[src/rtl/spi_master.sv]
// spi_master: mode-0 SPI initiator running one 16-bit {addr, rw, data} transaction per start request.
module spi_master #(
  parameter int CLK_DIV = 2
) (
  input  logic       clk,
  input  logic       rst_n,
  input  logic       start,
  input  logic       rw,
  input  logic [6:0] addr,
  input  logic [7:0] wdata,
  output logic       busy,
  output logic       done,
  output logic [7:0] rdata,
  output logic       sclk,
  output logic       cs_n,
  output logic       mosi,
  input  logic       miso
);
  localparam int DW = CLK_DIV > 1 ? $clog2(CLK_DIV) : 1;
  typedef enum logic [1:0] {IDLE, SETUP, SHIFT, DONE} state_t;
  state_t state, state_d;
  logic [DW-1:0] div, div_d;
  logic [3:0] cnt, cnt_d;
  logic ph, ph_d;
  logic [14:0] sh, sh_d;
  logic [7:0] rx, rx_d, rdata_d;
  logic rw_l, rw_d, sclk_d, cs_n_d, mosi_d, busy_d, done_d;
  logic tick, acc, fall, rise, fin;
  assign tick = div == DW'(CLK_DIV - 1);
  assign acc  = state == IDLE && start;
  assign fall = state == SHIFT && !ph && tick;
  // bit counter advances on falls, so it reads 0 in a low half only after the 16th fall
  assign fin  = state == SHIFT && ph && tick && cnt == 4'd0;
  assign rise = (state == SETUP && tick) || (state == SHIFT && ph && tick && cnt != 4'd0);
  always_ff @(posedge clk or negedge rst_n) begin
    if (!rst_n) begin
      state <= IDLE;
      div   <= '0;
      cnt   <= '0;
      ph    <= 1'b0;
      sh    <= '0;
      rx    <= '0;
      rw_l  <= 1'b0;
      sclk  <= 1'b0;
      cs_n  <= 1'b1;
      mosi  <= 1'b0;
      busy  <= 1'b0;
      done  <= 1'b0;
      rdata <= '0;
    end else begin
      state <= state_d;
      div   <= div_d;
      cnt   <= cnt_d;
      ph    <= ph_d;
      sh    <= sh_d;
      rx    <= rx_d;
      rw_l  <= rw_d;
      sclk  <= sclk_d;
      cs_n  <= cs_n_d;
      mosi  <= mosi_d;
      busy  <= busy_d;
      done  <= done_d;
      rdata <= rdata_d;
    end
  end
  always_comb begin
    state_d = state == IDLE  ? (start ? SETUP : IDLE) :
              state == SETUP ? (tick ? SHIFT : SETUP) :
              state == SHIFT ? (fin ? DONE : SHIFT) : IDLE;
  end
  always_comb begin
    div_d   = (state == SETUP || state == SHIFT) && !tick ? div + DW'(1) : '0;
    ph_d    = state == SHIFT && (ph ^ tick);
    cnt_d   = state != SHIFT ? 4'd0 : fall ? cnt + 4'd1 : cnt;
    sh_d    = acc ? {addr[5:0], rw, rw ? 8'h00 : wdata} : fall ? {sh[13:0], 1'b0} : sh;
    mosi_d  = acc ? addr[6] : fall ? sh[14] : mosi;
    rx_d    = rise && cnt[3] ? {rx[6:0], miso} : rx;
    rw_d    = acc ? rw : rw_l;
    sclk_d  = rise | (sclk & ~fall);
    cs_n_d  = state == IDLE ? !start : (state == DONE || fin);
    busy_d  = state == IDLE ? start : state != DONE;
    done_d  = fin;
    rdata_d = fin && rw_l ? rx : rdata;
  end
endmodule
[config.mk]
export PLATFORM = sky130hd
export DESIGN_NAME = spi_master
export DESIGN_NICKNAME = d
export VERILOG_FILES = /design/src/rtl/spi_master.sv
export SDC_FILE = /design/constraint.sdc
export NUM_CORES = 1
export LEC_CHECK = 0
export CELL_PAD_IN_SITES_DETAIL_PLACEMENT = 0
export CELL_PAD_IN_SITES_GLOBAL_PLACEMENT = 1
export CORE_UTILIZATION = 35
export DETAILED_ROUTE_END_ITERATION = 6
export HOLD_SLACK_MARGIN = 0.02
export PLACE_DENSITY_LB_ADDON = 0.1
export SLEW_MARGIN = 20
export SYNTH_ARGS = -nofsm -noshare
export SYNTH_HDL_FRONTEND = slang
export SYNTH_SLANG_ARGS = --single-unit
[constraint.sdc]
create_clock -name clk -period 2.4 [get_ports clk]
set_clock_uncertainty 0.1 [all_clocks]
set_input_delay 0.48 -clock clk [delete_from_list [all_inputs] [get_ports clk]]
set_output_delay 0.48 -clock clk [all_outputs]
set_load 0.01 [all_outputs]
==> results.md <==
* Layout cell share with drive strength beyond 1 at 15.5%
* PwrDens at 552 nW/um^2
* Hold-fix buffers, CTS at 0
* Crit path buffers/inverters at 1
* First-pass GRT wire length at 6460 um
* DP Wirelength at 2590 um
* Clk_lat worst skew at 0.29 ns
* Hold Violations, Final at 0
* Total routed wirelength at 3750 um
* Worst setup EP type: flip-flop
* Clock transition at the registers of the reported paths at 0.09 ns
* RSZ-0062 raised after global routing: false
* IO Pins at 33
* Cells on worst reg2reg path at 5
* Yosys reg bits at 45
* CP max FO at 10
* Post-CTS sizing at 0
* Crit path time final at 1.99 ns
* Slowest CP cell: dfrtp_1
* I/O Buffers at 32
* Synth Net Count at 211
* Fin Setup TNS at 0 ns
* EDFF count, synth at 0
* Wire per inst at 12.9 um
* Ys Warns at 0
* Critical path's top delay family: simple AND/OR/NAND/NOR gates
* Sequential-to-total area share from yosys stat at 54.9%
* Crit path launch type: flip-flop
* GRT overflow at 0
* Pint at 1.10 mW
* Logic gate share of total power at 3.8%
* Leakage at 1.15 nW
* Critical Path AT at 2.07 ns
* Gr usage total at 13.4%
* Clock root buffer: clkbuf_8
* Most used flip-flop cell after synthesis: dfrtp_1
* Mapped cell area at 2050 um^2
* Dpl ws at 0.411 ns
* Final hold slack at 0.159 ns
* Sequential group share of total power at 54.8%
* Fin util at 45.3%
* Number of antenna violations at the first check in global routing at 0
* Core area at 5570 um^2
* Max-slew headroom at 62.9%
* Crit Path Category: reg -> reg
* Worst slew pin tran at 0.556 ns
* GP Congestion at 0.743
* R2R Setup Slk at 0.41 ns
* H-tree depth at 2
* # DRC at 0
* Row Count at 27
* Setup WS post-layout at 0.409 ns
* CTS Sinks at 45
* Pin count of the biggest net entering global routing at 46
* Post CTS Setup Buffer Count at 0
* CTS max path bufs at 2
* Worst Setup EP: rdata[3]
* Tcrit/Tclk final at 83.0%
* Antenna cells at 0
* Synth-to-layout area growth at 23.0%
* NetSw at 0.290 mW
* Max-cap violations at 0
* Required time worst endpoint at 2.48 ns
* Sw Share at 20.8%
* Drt via density at 4.93
* Origin of the worst setup path: state[0]
* Worst R2R End: rdata[3]
* Clk pwr share at 41.4%
* Max-slew violations at 0
* Unique masters post-synth at 35
* Crit path cell chain: inv_1 > ha_1 > and2_4 > and4_4 > mux2_4
* TritonRoute pass-1 iters at 4
* Cells after Synth at 185
* Achievable Freq at 502 MHz
* Final setup viols at 0
* Vias at 1434
* Die ar. at 6170 um^2
* Worst hold path type: in -> async
* Initial DRC count at 78
* R2R Path Start: state[0]
* Final nets at 244
* Die X at 78.6 um
* Die Y at 78.6 um
* Crit-path max cell delay at 0.43 ns
* Async SR Flop Fraction at 100%
* Starting Density at 36.8%
* Worst VDD drop at 247 uV
* Number of buffers inserted during clock tree synthesis at 5
* Avg Cell Area, Syn at 11.1 um^2
* Antenna-violating nets left at 0
* Outcome: finished, final reports clean
* Vias in the first global route at 1410
* CTS tree: built
* Crit path depth at 5
## through the flow
step	std cells	total power [mW]	area, um^2
2_1_floorplan	185	0.784	2050
3_3_place_gp	283	0.832	2410
3_5_place_dp	283	0.834	2410
4_1_cts	291	1.41	2520
5_1_grt	291	1.45	2520
6_report	291	1.39	2520
## logic make-up (layout without fill, tap and decap cells)
family	count (synthesis)	count (layout)	synth area share, %
AOI/OAI and AO/OA	31	31	8.72
xor gates and xnor gates	1	1	0.427
adders and majority gates	6	6	3.66
buffers and inverters	15	49	4.57
DFF	45	45	54.9
muxes	18	18	11.2
and+or+nand+nor	69	69	16.5
## per-layer routing
layer	up-vias	share of wire (%)	global-route usage [%]
met5	-	0	0
li1	696	-	-
met4	0	1.0	5.56
met2	34	49	22.5
met3	5	3.6	2.91
met1	699	46	16.7
## state kept, by name, indices dropped and copies added (netlist names), named ones only
name	flops
done	1
mosi	1
state	1
busy	1
rw_l	1
rdata	8
cnt	4
ph	1
cs_n	1
sh	15
sclk	1
div	1
rx	8
## power groups by stage
stage	Combinational (mW)	Sequential, mW	Clock [mW]
after floorplan	0.00594	0.778	0
after global placement	0.0537	0.779	0
after detailed placement	0.0548	0.779	0
after CTS	0.0553	0.764	0.592
after global routing	0.0597	0.765	0.629
final	0.0532	0.764	0.576
## layout by cell type (no fill, tap or decap), types with 5 or more instances in the layout
| cell type | Yosys | final |
|---|---|---|
| dfrtp_1 | 44 | 44 |
| clkdlybuf4s50_1 | 0 | 31 |
| nor2_1 | 9 | 9 |
| nand2_1 | 40 | 40 |
| mux2_4 | 8 | 8 |
| a31oi_1 | 16 | 16 |
| inv_1 | 5 | 5 |
| ha_1 | 6 | 6 |
| mux2_2 | 8 | 8 |
| a21oi_1 | 10 | 10 |
| clkbuf_8 | 0 | 5 |
## final cells by class
cell class	instances	area (um^2)
Timing Repair Buffer	35	338
Clock inverter	3	46.3
Inverter	6	22.5
Fill cell	529	3050
Clock buffer	5	68.8
Tap cell	72	90.1
Multi-Input combinational cell	125	831
Sequential cell	45	1130
## how the worst min path moves through the flow
stage                     startpoint   endpoint  slack, ns  depth (start not counted)
after floorplan                rst_n  async pin       0.08                          0
after global placement         rx[7]   rdata[7]       0.39                          1
after detailed placement        rw_l       rw_l       0.39                          2
after CTS                      rst_n   rdata[7]       0.18                          2
after global routing           rst_n   rdata[4]       0.21                          2
final                          rst_n       busy       0.16                          2
## synthesized netlist by cell type (3+ instances only)
cell	n	area, um^2
dfrtp_1	44	1100
nand2_1	40	150
a31oi_1	16	100
a21oi_1	10	50.1
nor2_1	9	33.8
mux2_2	8	90.1
mux2_4	8	120
ha_1	6	75.1
inv_1	5	18.8
clkbuf_1	3	11.3
nand3_1	3	15.0
o21ai_0	3	15.0
Power figures use the tool's default switching activity.
